**config.mk**
```make
export PLATFORM = sky130hd
export DESIGN_NAME = neuron_mac_sequencer
export DESIGN_NICKNAME = d
export VERILOG_FILES = /design/src/rtl/nn_pkg.sv /design/src/rtl/overflow_underflow_rectifier.sv /design/src/rtl/neuron_mac_sequencer.sv
export SDC_FILE = /design/constraint.sdc
export NUM_CORES = 1
export LEC_CHECK = 0
export BUFFER_PORTS_ARGS = -buffer_cell sky130_fd_sc_hd__buf_2
export CORE_MARGIN = 5
export CORE_UTILIZATION = 57
export CTS_CLUSTER_SIZE = 30
export DETAILED_ROUTE_END_ITERATION = 16
export MAX_ROUTING_LAYER = met4
export PLACE_DENSITY_LB_ADDON = 0.2
export SLEW_MARGIN = 20
export SYNTH_ARGS = -nofsm -noshare
export SYNTH_HDL_FRONTEND = slang
export SYNTH_HIERARCHICAL = 1
export SYNTH_SLANG_ARGS = --single-unit
```
**constraint.sdc**
```tcl
create_clock -name clk_in -period 2.9 [get_ports clk_in]
set_clock_uncertainty 0.2 [all_clocks]
set_input_delay 0.145 -clock clk_in [delete_from_list [all_inputs] [get_ports clk_in]]
set_output_delay 0.145 -clock clk_in [all_outputs]
set_load 0.1 [all_outputs]
```
**src/rtl/nn_pkg.sv**
```systemverilog
// Shared state encoding and default Q-format widths for the neuron datapath.
package nn_pkg;

    typedef enum logic [2:0] {
        IDLE,
        ACCUM,
        BIAS,
        SAT,
        OUT
    } mac_state_t;

    localparam int SAT_LATENCY        = 2;
    localparam int DEFAULT_DATA_WIDTH = 16;
    localparam int DEFAULT_FRAC_BITS  = 8;
    localparam int DEFAULT_ACC_WIDTH  = 40;
    localparam int DEFAULT_NUM_INPUTS = 8;

endpackage

```
**src/rtl/overflow_underflow_rectifier.sv**
```systemverilog
// Two-stage saturation: clamps a wide signed value into the narrow signed range.
// Deliberately reset-free; the owner gates the output while it is not meaningful.
module overflow_underflow_rectifier #(
    parameter int UNRECTIFIED_DATA_WIDTH = 40,
    parameter int RECTIFIED_DATA_WIDTH   = 16
) (
    input  logic                                     clk,
    input  logic signed [UNRECTIFIED_DATA_WIDTH-1:0] unrectified,
    output logic signed [RECTIFIED_DATA_WIDTH-1:0]   rectified
);

    localparam int PAD = UNRECTIFIED_DATA_WIDTH - RECTIFIED_DATA_WIDTH + 1;

    localparam logic signed [UNRECTIFIED_DATA_WIDTH-1:0] MAX_VAL =
        {{PAD{1'b0}}, {(RECTIFIED_DATA_WIDTH-1){1'b1}}};
    localparam logic signed [UNRECTIFIED_DATA_WIDTH-1:0] MIN_VAL =
        {{PAD{1'b1}}, {(RECTIFIED_DATA_WIDTH-1){1'b0}}};

    logic signed [RECTIFIED_DATA_WIDTH-1:0] clamp_d;
    logic signed [RECTIFIED_DATA_WIDTH-1:0] stage1;
    logic signed [RECTIFIED_DATA_WIDTH-1:0] stage2;

    // Clamp the wide value to the representable narrow range.
    always_comb begin
        if (unrectified > MAX_VAL) begin
            clamp_d = MAX_VAL[RECTIFIED_DATA_WIDTH-1:0];
        end else if (unrectified < MIN_VAL) begin
            clamp_d = MIN_VAL[RECTIFIED_DATA_WIDTH-1:0];
        end else begin
            clamp_d = unrectified[RECTIFIED_DATA_WIDTH-1:0];
        end
    end

    // Two pipeline registers give the stage its fixed two-edge latency.
    always_ff @(posedge clk) begin
        stage1 <= clamp_d;
        stage2 <= stage1;
    end

    assign rectified = stage2;

endmodule

```
**src/rtl/neuron_mac_sequencer.sv**
```systemverilog
// Sequences one neuron evaluation: accumulate x*w beats, add bias, rescale,
// saturate, and present the result on a valid/ready output.
module neuron_mac_sequencer
    import nn_pkg::*;
#(
    parameter int DATA_WIDTH = DEFAULT_DATA_WIDTH,
    parameter int FRAC_BITS  = DEFAULT_FRAC_BITS,
    parameter int ACC_WIDTH  = DEFAULT_ACC_WIDTH,
    parameter int NUM_INPUTS = DEFAULT_NUM_INPUTS
) (
    input  logic                                clk_in,
    input  logic                                rst_n_in,
    input  logic signed [DATA_WIDTH-1:0]        x_in,
    input  logic signed [DATA_WIDTH-1:0]        w_in,
    input  logic signed [DATA_WIDTH-1:0]        bias_in,
    input  logic                                in_valid_in,
    output logic                                in_ready_out,
    input  logic                                abort_in,
    output logic signed [DATA_WIDTH-1:0]        y_out,
    output logic                                out_valid_out,
    input  logic                                out_ready_in,
    output logic                                busy_out,
    output logic [$clog2(NUM_INPUTS+1)-1:0]     count_out
);

    localparam int CNT_W     = $clog2(NUM_INPUTS + 1);
    localparam int SAT_CNT_W = (SAT_LATENCY > 1) ? $clog2(SAT_LATENCY) : 1;

    logic [1:0]                     rst_sync;
    logic                           rst_n;
    mac_state_t                     state, state_d;
    logic signed [ACC_WIDTH-1:0]    acc, acc_d;
    logic [CNT_W-1:0]               count, count_d;
    logic signed [DATA_WIDTH-1:0]   bias_q, bias_d;
    logic [SAT_CNT_W-1:0]           sat_cnt, sat_cnt_d;
    logic signed [2*DATA_WIDTH-1:0] prod;
    logic signed [ACC_WIDTH-1:0]    sat_in;
    logic signed [DATA_WIDTH-1:0]   sat_y;
    logic                           beat;

    // Reset asserts asynchronously but releases only after two clock edges.
    always_ff @(posedge clk_in or negedge rst_n_in) begin
        if (!rst_n_in) begin
            rst_sync <= '0;
        end else begin
            rst_sync <= {rst_sync[0], 1'b1};
        end
    end

    assign rst_n  = rst_sync[1];
    assign prod   = x_in * w_in;
    assign sat_in = acc >>> FRAC_BITS;
    assign beat   = in_valid_in && in_ready_out;

    overflow_underflow_rectifier #(
        .UNRECTIFIED_DATA_WIDTH(ACC_WIDTH),
        .RECTIFIED_DATA_WIDTH  (DATA_WIDTH)
    ) u_rectifier (
        .clk        (clk_in),
        .unrectified(sat_in),
        .rectified  (sat_y)
    );

    // State, accumulator, beat counter, bias and saturation-wait registers.
    always_ff @(posedge clk_in or negedge rst_n) begin
        if (!rst_n) begin
            state   <= IDLE;
            acc     <= '0;
            count   <= '0;
            bias_q  <= '0;
            sat_cnt <= '0;
        end else begin
            state   <= state_d;
            acc     <= acc_d;
            count   <= count_d;
            bias_q  <= bias_d;
            sat_cnt <= sat_cnt_d;
        end
    end

    // Next-state, datapath updates and handshake outputs; abort overrides everything.
    always_comb begin
        state_d      = state;
        acc_d        = acc;
        count_d      = count;
        bias_d       = bias_q;
        sat_cnt_d    = sat_cnt;
        in_ready_out = (state == ACCUM) && !abort_in;

        if (abort_in && (state != IDLE)) begin
            state_d   = ACCUM;
            acc_d     = '0;
            count_d   = '0;
            sat_cnt_d = '0;
        end else begin
            case (state)
                IDLE: state_d = ACCUM;
                ACCUM: begin
                    if (beat) begin
                        if (count == '0) begin
                            acc_d  = ACC_WIDTH'(prod);
                            bias_d = bias_in;
                        end else begin
                            acc_d = acc + ACC_WIDTH'(prod);
                        end
                        count_d = count + CNT_W'(1);
                        if (count == CNT_W'(NUM_INPUTS - 1)) begin
                            state_d = BIAS;
                        end
                    end
                end
                BIAS: begin
                    acc_d     = acc + (ACC_WIDTH'(bias_q) <<< FRAC_BITS);
                    sat_cnt_d = '0;
                    state_d   = SAT;
                end
                SAT: begin
                    sat_cnt_d = sat_cnt + SAT_CNT_W'(1);
                    if (sat_cnt == SAT_CNT_W'(SAT_LATENCY - 1)) begin
                        state_d = OUT;
                    end
                end
                OUT: begin
                    if (out_ready_in) begin
                        acc_d   = '0;
                        count_d = '0;
                        state_d = ACCUM;
                    end
                end
                default: state_d = IDLE;
            endcase
        end
    end

    assign out_valid_out = (state == OUT);
    assign y_out         = (state == OUT) ? sat_y : '0;
    assign busy_out      = !((state == IDLE) || ((state == ACCUM) && (count == '0)));
    assign count_out     = count;

endmodule

```
==> run summary, run 1 <==
First-pass GRT wire length: 84500 um
Largest net degree at the start of global routing: 37
Synth top area share: 29.7%
Status: complete, but fails checks
WP data arrival: 7.50 ns
Vias per Instance: 5.77
Routed wire length: 53500 um
Drt first-iter violations: 1220
Area of the die: 34800 sq um
Max cap viols: 0
Via count: 17012
Area Overhead vs Synth: 38.4%
Critical Path RT: 2.96 ns
Syn Inst Count: 2037
Starting Density: 57.9%
Die height: 187 um
Hold Slack: 0.0255 ns
RSZ-0062 raised after global routing: yes
CP Capture Type: register
FP Rows: 64
Clk root buf: clkbuf_16
Most frequent cells in the layout: buf_4 (413), inv_1 (302), fa_1 (247)
FMAX: 134 MHz
Slew Viols, Final: 0
ANT cells: 0
Synth area leader: fa_1
Synth Flop Type: dfrtp_1
CTS tree: done
DRC Markers: 0
Number of synthesized flops with an enable pin: 0
Ports: 76
Share of layout cells above drive strength 1: 34.8%
Worst-path clk slew: 0.08 ns
Tcrit/Tclk final: 257%
Final net count: 3018
RePlAce Congestion: 0.945
Initial antenna violation count: 0
Relative slew slack: 23.5%
#FFs+latches synth: 98
Sequential fraction of the synthesis area: 12.9%
Die width: 187 um
Post-DP HPWL: 39500 um
Failing checks: setup timing
Fraction of registers with async set or reset after synthesis: 67.3%
Longest Clk Path Bufs: 2
Clock sink count: 98
Final cell count without fillers: 2947
Post-Syn Area: 17800 sq um
Worst path slowest cell: fa_1
Cell variety after synth: 86
Htree depth: 3
GRT Total Usage: 29.8%
Commonest non-fill, non-tap cell in the layout: buf_4
Synth warn: 6
Finish-stage setup viols: 37
Ranking of synthesized cells by area: fa_1 (30%), ha_1 (11%), dfrtp_1 (9.3%)
Mapped Nets: 2509
Crit path max fanout: 5
Minimum clock period: 7.44 ns
Slew @ Worst Pin: 1.15 ns
CP max stage delay: 0.56 ns
PortBufs: 75
Syn Area/Cell: 8.72 sq um
Post-route ant nets: 0
Post-route setup slack: -4.54 ns
Crit Path Category: input pin to register
DR WL/cell: 18.1 um
Clk_lat worst skew: 0.37 ns
CP most frequent cell: inv_2
GR Overflow Total: 0
Worst Hold Class: input pin to register
Hold Vio Cnt, Final: 0
CP startpoint kind: input pin
Core Region: 30700 sq um
Drt first pass iters: 6
Num CTS Buffers: 9
Vias in the first global route: 18022
Placed Instances: 2831
## kinds of logic after synthesis
| kind of cell | Yosys count | share of synthesized area (%) |
|---|---|---|
| compound gates | 404 | 15.2 |
| xor+xnor | 93 | 4.58 |
| fa+ha+maj | 419 | 40.7 |
| buf+inv | 409 | 8.73 |
| flops | 98 | 12.9 |
| mux | 22 | 1.35 |
| other cells | 1 | 0.0211 |
| simple gates | 591 | 16.5 |
## per-stage QoR
stage	util, %	TNS, ns	setup WS (ns)	area (sq um)
after floorplan	-	-122.07	-4.49	18600
after global placement	71.8	-142.96	-4.92	22000
after detailed placement	71.8	-146.93	-5.03	22000
after CTS	77.6	-128.11	-4.42	23800
after global routing	80.2	-145.04	-4.83	24600
final	80.2	-136.21	-4.54	24600
## Yosys cell counts, types with 16 or more instances
library cell / count
inv_1: 339
o21ai_0: 60
nand3_1: 22
mux2_2: 16
a21o_1: 33
dfxtp_1: 32
a21oi_1: 121
nor2_1: 88
and3_1: 24
o2bb2ai_1: 16
dfrtp_1: 66
ha_1: 155
nand2_1: 211
o21bai_1: 16
a211oi_1: 17
fa_1: 264
xnor2_1: 65
o21a_1: 17
nor3_1: 35
clkbuf_1: 59
xor2_1: 28
and2_1: 128
## flip-flops by register name, indices dropped and copies added (netlist names)
signal and flops:
acc 40, bias_q 16, count_out 4, rst_sync 2, sat_cnt 1, state 3
u_rectifier/rectified 16, u_rectifier/stage1 16
## area by class of cell
type,instances,area (sq um)
multi-input cells,1530,15600
fillers,1888,6080
repair buffers,567,4630
flip-flops and latches,98,2290
inverters,340,1280
well taps,396,495
clock buffers,9,225
clock inverters,7,81.3
## final timing paths
kind / from / end / slack (ns) / cells after the start
min in group asynchronous: rst_sync[1]$_DFF_PN0_ / acc[24]$_DFFE_PN0P_ / 0.18 / 0
worst max register to register: acc[10]$_DFFE_PN0P_ / acc[36]$_DFFE_PN0P_ / -0.64 / 13
worst max-delay path: w_in[6] / acc[38]$_DFFE_PN0P_ / -4.54 / 33
worst min-delay path: abort_in / state[2]$_DFFE_PN0P_ / 0.03 / 2
worst min register to register: u_rectifier/stage1[14]$_SDFF_PN1_ / u_rectifier/rectified[14]$_DFF_P_ / 0.13 / 0
max in group asynchronous: rst_sync[1]$_DFF_PN0_ / bias_q[7]$_DFFE_PN0P_ / 1.56 / 1
## routing by layer
layer	part of all wire, %	track usage, %	up-vias
met5	0	-	-
met4	5.0	11.3	0
met3	5.3	3.61	231
met2	51	52.0	659
met1	38	35.5	8422
li1	-	-	7700
## critical path, delay by kind of cell
kind,cells,cell delay (ns)
simple gates,7,1.40
mux,1,0.20
fa+ha+maj,8,3.23
xor+xnor,1,0.10
compound gates,8,1.86
buf+inv,8,0.55
## timing repair
action                     in CTS  in global routing
pin swaps                     154                128
hold endpoints to repair       19                  0
setup endpoints to repair      37                 37
gates cloned                    0                  2
buffers inserted               69                 29
resized for setup             197                142
hold buffers                   19                  0
Power of run 1 is left out: the tool's default activity adds up to more than one toggle a clock period on the data nets, which glitch-free logic cannot reach.
==> run 2, diff against run 1 <==
- REMOVE_ABC_BUFFERS: default -> 1
- SETUP_SLACK_MARGIN: default -> 0.02
==> run 2 against run 1 <==
  * The flow still finishes with violations (setup timing)
  * Count of clock-buffer cells in the layout unchanged
  * Utilization down 0.16 points
  * Sequential share of layout area about the same
  * First-iteration DRC count up 20%
  * Die area unchanged
  * Cell count down 0.54%
==> run summary, run 2 (synthesis results as in run 1) <==
Status: complete, but fails checks
Failing checks: setup timing
First-pass GRT wire length: 86600 um (+2.4%)
Worst-path clk slew: 0.08 ns (about the same)
RePlAce Congestion: 0.973 (+2.9%)
Share of layout cells above drive strength 1: 34.5% (-0.33 points)
Die width: 187 um (unchanged)
WP data arrival: 7.73 ns (+0.23 ns)
Critical path origin: x_in[3]
Crit Path Category: input pin to register
CP Capture Type: register
Crit path max fanout: 5 (unchanged)
Final net count: 3002 (-0.53%)
Reg2reg start: acc[0]$_DFFE_PN0P_
Minimum clock period: 7.70 ns (+0.258 ns)
Max reg flops: 40 (unchanged)
FMAX: 130 MHz (-3.3%)
CP startpoint kind: input pin
Max cap viols: 0 (unchanged)
Critical Path RT: 2.93 ns (-0.03 ns)
Placed Instances: 2822 (-0.32%)
Finish-stage setup viols: 36 (-2.7%)
Vias per Instance: 5.94 (+3.0%)
DRC Markers: 0 (unchanged)
Clock sink count: 98 (unchanged)
Die height: 187 um (unchanged)
Hold Slack: 0.126 ns (+0.100 ns)
Hold Vio Cnt, Final: 0 (unchanged)
Area Overhead vs Synth: 38.1%
GRT Total Usage: 30.4% (+0.61 points)
Vias in the first global route: 17968 (-0.30%)
Final instance area: 24500 sq um (-0.19%)
CP max stage delay: 0.59 ns (+0.03 ns)
GR Overflow Total: 0 (unchanged)
Worst Hold Class: register to asynchronous set/reset pin
Final cell count without fillers: 2931 (-0.54%)
Via count: 17423 (+2.4%)
Longest Clk Path Bufs: 2 (unchanged)
Worst slack at placement: -5.23 ns (-0.196 ns)
Fillers: 1790 (-5.2%)
Commonest non-fill, non-tap cell in the layout: buf_4
ANT cells: 0 (unchanged)
Tcrit/Tclk final: 266% (+8.9 points)
DR WL/cell: 19.8 um (+9.3%)
Drt first pass iters: 6 (unchanged)
Initial antenna violation count: 0 (unchanged)
Placed cell area: 21300 sq um (-3.1%)
Ports: 76 (unchanged)
Clk root buf: clkbuf_16
Biggest register: acc
FP Rows: 64 (unchanged)
Area of the die: 34800 sq um (unchanged)
CTS tree: done
Starting Density: 57.9% (unchanged)
RSZ-0062 raised after global routing: yes
Post-DP HPWL: 39200 um (-0.66%)
Most frequent cells in the layout: buf_4 (383), inv_1 (302), fa_1 (246)
Htree depth: 3 (unchanged)
Largest net degree at the start of global routing: 37 (unchanged)
Slew Viols, Final: 0 (unchanged)
Post-route setup slack: -4.80 ns (-0.258 ns)
Clk_lat worst skew: 0.37 ns (about the same)
PortBufs: 75 (unchanged)
Core Region: 30700 sq um (unchanged)
Routed wire length: 58100 um (+8.7%)
Relative slew slack: 51.4% (+28 points)
Slew @ Worst Pin: 0.728 ns (-0.419 ns)
Post-route ant nets: 0 (unchanged)
Drt first-iter violations: 1469 (+20%)
Worst path slowest cell: fa_1
Num CTS Buffers: 9 (unchanged)
CP most frequent cell: buf_6
[run 2: through the flow]
step / util [%] / setup TNS [ns]
after floorplan: - / -139.75
after global placement: 69.6 / -151.91
after detailed placement: 69.6 / -155.19
after CTS: 77.3 / -129.71
after global routing: 80.0 / -145.35
final: 80.0 / -139.25
[run 2: area by class of cell]
type	instances	area (sq um)	share of cell area [%]
clock buffers	9	225	0.918
clock inverters	7	81.3	0.331
inverters	340	1280	5.23
multi-input cells	1530	15700	63.8
flip-flops and latches	98	2290	9.35
well taps	396	495	2.02
repair buffers	551	4500	18.3
[run 2: routing by layer]
layer | vias to the layer above | wire length [um] | global-route usage [%]
met1 | 8621 | 21100 | 37.1
li1 | 7674 | - | -
met3 | 284 | 3720 | 3.94
met5 | - | 0 | -
met4 | 0 | 3050 | 9.39
met2 | 844 | 30200 | 52.9
[run 2: timing repair]
item                       4_1_cts  5_1_grt
hold endpoints to repair        20        0
setup endpoints to repair       37       53
gates resized for setup        336      153
pin swaps                      209      164
setup buffers                   54       30
cloned                           0        1
hold buffers                    21        0
[run 2: path summary, 6_finish.rpt]
kind / slack, ns / to / depth (start not counted)
setup / recovery: -4.80 / acc[24]$_DFFE_PN0P_ / 41
hold / removal: 0.13 / bias_q[15]$_DFFE_PN0P_ / 0
max in group asynchronous: 1.69 / acc[18]$_DFFE_PN0P_ / 1
hold reg to reg: 0.13 / bias_q[15]$_DFFE_PN0P_ / 0
min in group clk_in: 0.13 / u_rectifier/rectified[15]$_DFF_P_ / 0
setup reg to reg: -0.73 / acc[20]$_DFFE_PN0P_ / 20
[run 2: critical path: cells and delay by family]
kind	cells	cell delay, ns
fa+ha+maj	8	3.13
simple gates	8	1.11
compound gates	7	1.52
buf+inv	16	1.42
xor+xnor	1	0.16
mux	1	0.24
Power of run 2 is left out for the same reason.
==> run 3, diff against run 2 <==
- SYNTH_HIERARCHICAL: 1 -> default
==> run 3 against run 2 <==
  * Highest routed layer unchanged
  * Fmax up 0.85%
  * Largest cell class unchanged
  * Cell count down 2.2%
  * First-iteration DRC count down 10%
  * Setup slack better by 0.065 ns
  * The run still ends with setup timing left
  * Register-to-register slack better by 0.12 ns
  * Area after synthesis down 1.9%
  * Count of clock-buffer cells in the layout unchanged
  * Sequential share of layout area up 0.19 points
  * Sequential cell count unchanged
  * Utilization down 0.94 points
  * Non-clock buffer count down 13
==> run summary, run 3 <==
Status: complete, but fails checks
Failing checks: setup timing
FMAX: 131 MHz (+0.85%)
Finish-stage setup viols: 37 (+2.8%)
Minimum clock period: 7.64 ns (-0.0648 ns)
Sequential fraction of the synthesis area: 13.1% (+0.25 points)
Die height: 185 um (-0.90%)
Biggest register: acc
DRC Markers: 0 (unchanged)
Synth top area share: 30.3% (+0.57 points)
Initial antenna violation count: 0 (unchanged)
#FFs+latches synth: 98 (unchanged)
CP startpoint kind: input pin
Worst-path clk slew: 0.08 ns (about the same)
Reg2reg start: acc[8]$_DFFE_PN0P_
Reg2reg path depth: 12 (-40%)
Layout Utilization: 79.1% (-0.94 points)
ANT cells: 0 (unchanged)
Syn Inst Count: 1985 (-2.6%)
Synth area leader: fa_1
FP Rows: 64 (unchanged)
Largest net degree at the start of global routing: 37 (unchanged)
Tcrit/Tclk final: 263% (-2.2 points)
RR Endpoint: acc[38]$_DFFE_PN0P_
Cell variety after synth: 85 (-1.2%)
Flop2flop setup slack: -0.61 ns (+0.12 ns)
Drt first pass iters: 6 (unchanged)
Htree depth: 3 (unchanged)
Slew @ Worst Pin: 0.891 ns (+0.163 ns)
Starting Density: 57.3% (-0.64 points)
Clk root buf: clkbuf_16
Drt first-iter violations: 1320 (-10%)
GR Overflow Total: 0 (unchanged)
Clock sink count: 98 (unchanged)
Die width: 185 um (-0.90%)
Worst Hold Class: register to asynchronous set/reset pin
CP most frequent cell: buf_6
GRT Total Usage: 29.8% (-0.59 points)
CP max stage delay: 0.55 ns (-0.04 ns)
DR WL/cell: 18.3 um (-7.9%)
Syn Area/Cell: 8.78 sq um (+0.69%)
Core Region: 30400 sq um (-0.78%)
Number of synthesized flops with an enable pin: 0 (unchanged)
Final cell count without fillers: 2867 (-2.2%)
Commonest non-fill, non-tap cell in the layout: buf_4
RSZ-0062 raised after global routing: yes
CTS tree: done
Post-route setup slack: -4.74 ns (+0.0648 ns)
PortBufs: 75 (unchanged)
Post-DP HPWL: 37600 um (-4.3%)
Most frequent cells in the layout: buf_4 (363), inv_1 (297), fa_1 (250)
Ports: 76 (unchanged)
Crit path max fanout: 5 (unchanged)
RePlAce Congestion: 0.943 (-3.1%)
Hold Slack: 0.0293 ns (-0.0964 ns)
Vias in the first global route: 17286 (-3.8%)
Critical Path RT: 2.94 ns (about the same)
Area of the die: 34200 sq um (-1.8%)
Placed Instances: 2754 (-2.4%)
Most numerous cell in the Yosys netlist: inv_1
Area Overhead vs Synth: 38.0% (about the same)
Clk_lat worst skew: 0.36 ns (about the same)
Synth warn: 0 (-6)
Vias per Instance: 5.76 (-3.1%)
Routed wire length: 52400 um (-9.9%)
Max cap viols: 0 (unchanged)
Ranking of synthesized cells by area: fa_1 (30%), ha_1 (11%), dfrtp_1 (9.5%)
Slew Viols, Final: 0 (unchanged)
Final net count: 2938 (-2.1%)
Num CTS Buffers: 9 (unchanged)
Crit Path Category: input pin to register
Via count: 16512 (-5.2%)
Max reg flops: 40 (unchanged)
Post-Syn Area: 17400 sq um (-1.9%)
Hold Vio Cnt, Final: 0 (unchanged)
WP data arrival: 7.68 ns (-0.05 ns)
Fraction of registers with async set or reset after synthesis: 67.3% (unchanged)
First-pass GRT wire length: 81400 um (-5.9%)
Synth Flop Type: dfrtp_1
Relative slew slack: 40.5% (-11 points)
Top cells by count, synth: inv_1 (322), fa_1 (264), nand2_1 (244)
Longest Clk Path Bufs: 2 (unchanged)
Worst path slowest cell: fa_1
Post-route ant nets: 0 (unchanged)
Share of layout cells above drive strength 1: 33.1% (-1.4 points)
CP Capture Type: register
## run 3: changes by cell type after synthesis, sizes merged, moves of 7 or more
cell | previous run | this run
nand2 | 211 | 244
a21o | 33 | 61
nor3 | 37 | 13
a21oi | 123 | 102
inv | 340 | 322
o2bb2ai | 16 | 1
mux2 | 16 | 2
nor2 | 88 | 75
a211oi | 18 | 9
a22o | 6 | 15
nand3 | 23 | 15
o21ai | 78 | 85
o31ai | 11 | 4
## run 3: area by class of cell
| cell class | count | area [sq um] |
|---|---|---|
| Clock inverter | 7 | 86.3 |
| Sequential cell | 98 | 2290 |
| Inverter | 322 | 1210 |
| Fill cell | 1835 | 6370 |
| Timing Repair Buffer | 538 | 4420 |
| Clock buffer | 9 | 225 |
| Tap cell | 396 | 495 |
| Multi-Input combinational cell | 1497 | 15300 |
## run 3: critical path: cells and delay by family
kind | cells | cell delay [ns]
fa+ha+maj | 8 | 3.65
buf+inv | 10 | 0.95
compound gates | 10 | 1.85
simple gates | 5 | 0.56
xor+xnor | 2 | 0.51
## run 3: how the worst max path moves through the flow
| stage | end | start | slack (ns) | cells past startpoint |
|---|---|---|---|---|
| floorplan | acc[38]$_DFFE_PN0P_ | w_in[1] | -5.10 | 29 |
| global placement | acc[38]$_DFFE_PN0P_ | w_in[4] | -5.12 | 31 |
| detailed placement | acc[31]$_DFFE_PN0P_ | w_in[4] | -5.30 | 34 |
| CTS | acc[38]$_DFFE_PN0P_ | x_in[8] | -4.56 | 32 |
| global route | acc[31]$_DFFE_PN0P_ | w_in[4] | -4.99 | 35 |
| finish | acc[28]$_DFFE_PN0P_ | w_in[4] | -4.74 | 35 |
## run 3: per-stage QoR
| stage | setup slack, ns | cell area [sq um] | setup TNS (ns) |
|---|---|---|---|
| CTS | -4.56 | 23200 | -131.85 |
| detailed placement | -5.30 | 21000 | -158.10 |
| finish | -4.74 | 24100 | -139.27 |
| global route | -4.99 | 24100 | -146.22 |
| floorplan | -5.10 | 17200 | -150.13 |
| global placement | -5.12 | 21000 | -154.77 |
## run 3: kinds of logic after synthesis
family          share of synthesized area [%]
compound gates                           15.7
mux                                     0.301
buf+inv                                  8.41
fa+ha+maj                                41.4
other cells                            0.0215
xor+xnor                                 4.83
flops                                    13.1
simple gates                             16.1
## run 3: timing repair
| item | 4_1_cts | 5_1_grt |
|---|---|---|
| gates resized for setup | 306 | 127 |
| pin swaps | 192 | 161 |
| hold buffers | 21 | 0 |
| setup buffers | 51 | 30 |
| endpoints found under the setup margin | 37 | 53 |
| endpoints found under the hold margin | 22 | 0 |
## run 3: metal layers
metal  vias to the layer above  GRT usage [%]  part of all wire [%]
met5                         -              -                     0
met4                         0           9.42                   4.1
met3                       217           2.91                   5.5
li1                       7431              -                     -
met2                       649           52.6                    52
met1                      8215           36.4                    38
Power of run 3 is left out for the same reason.
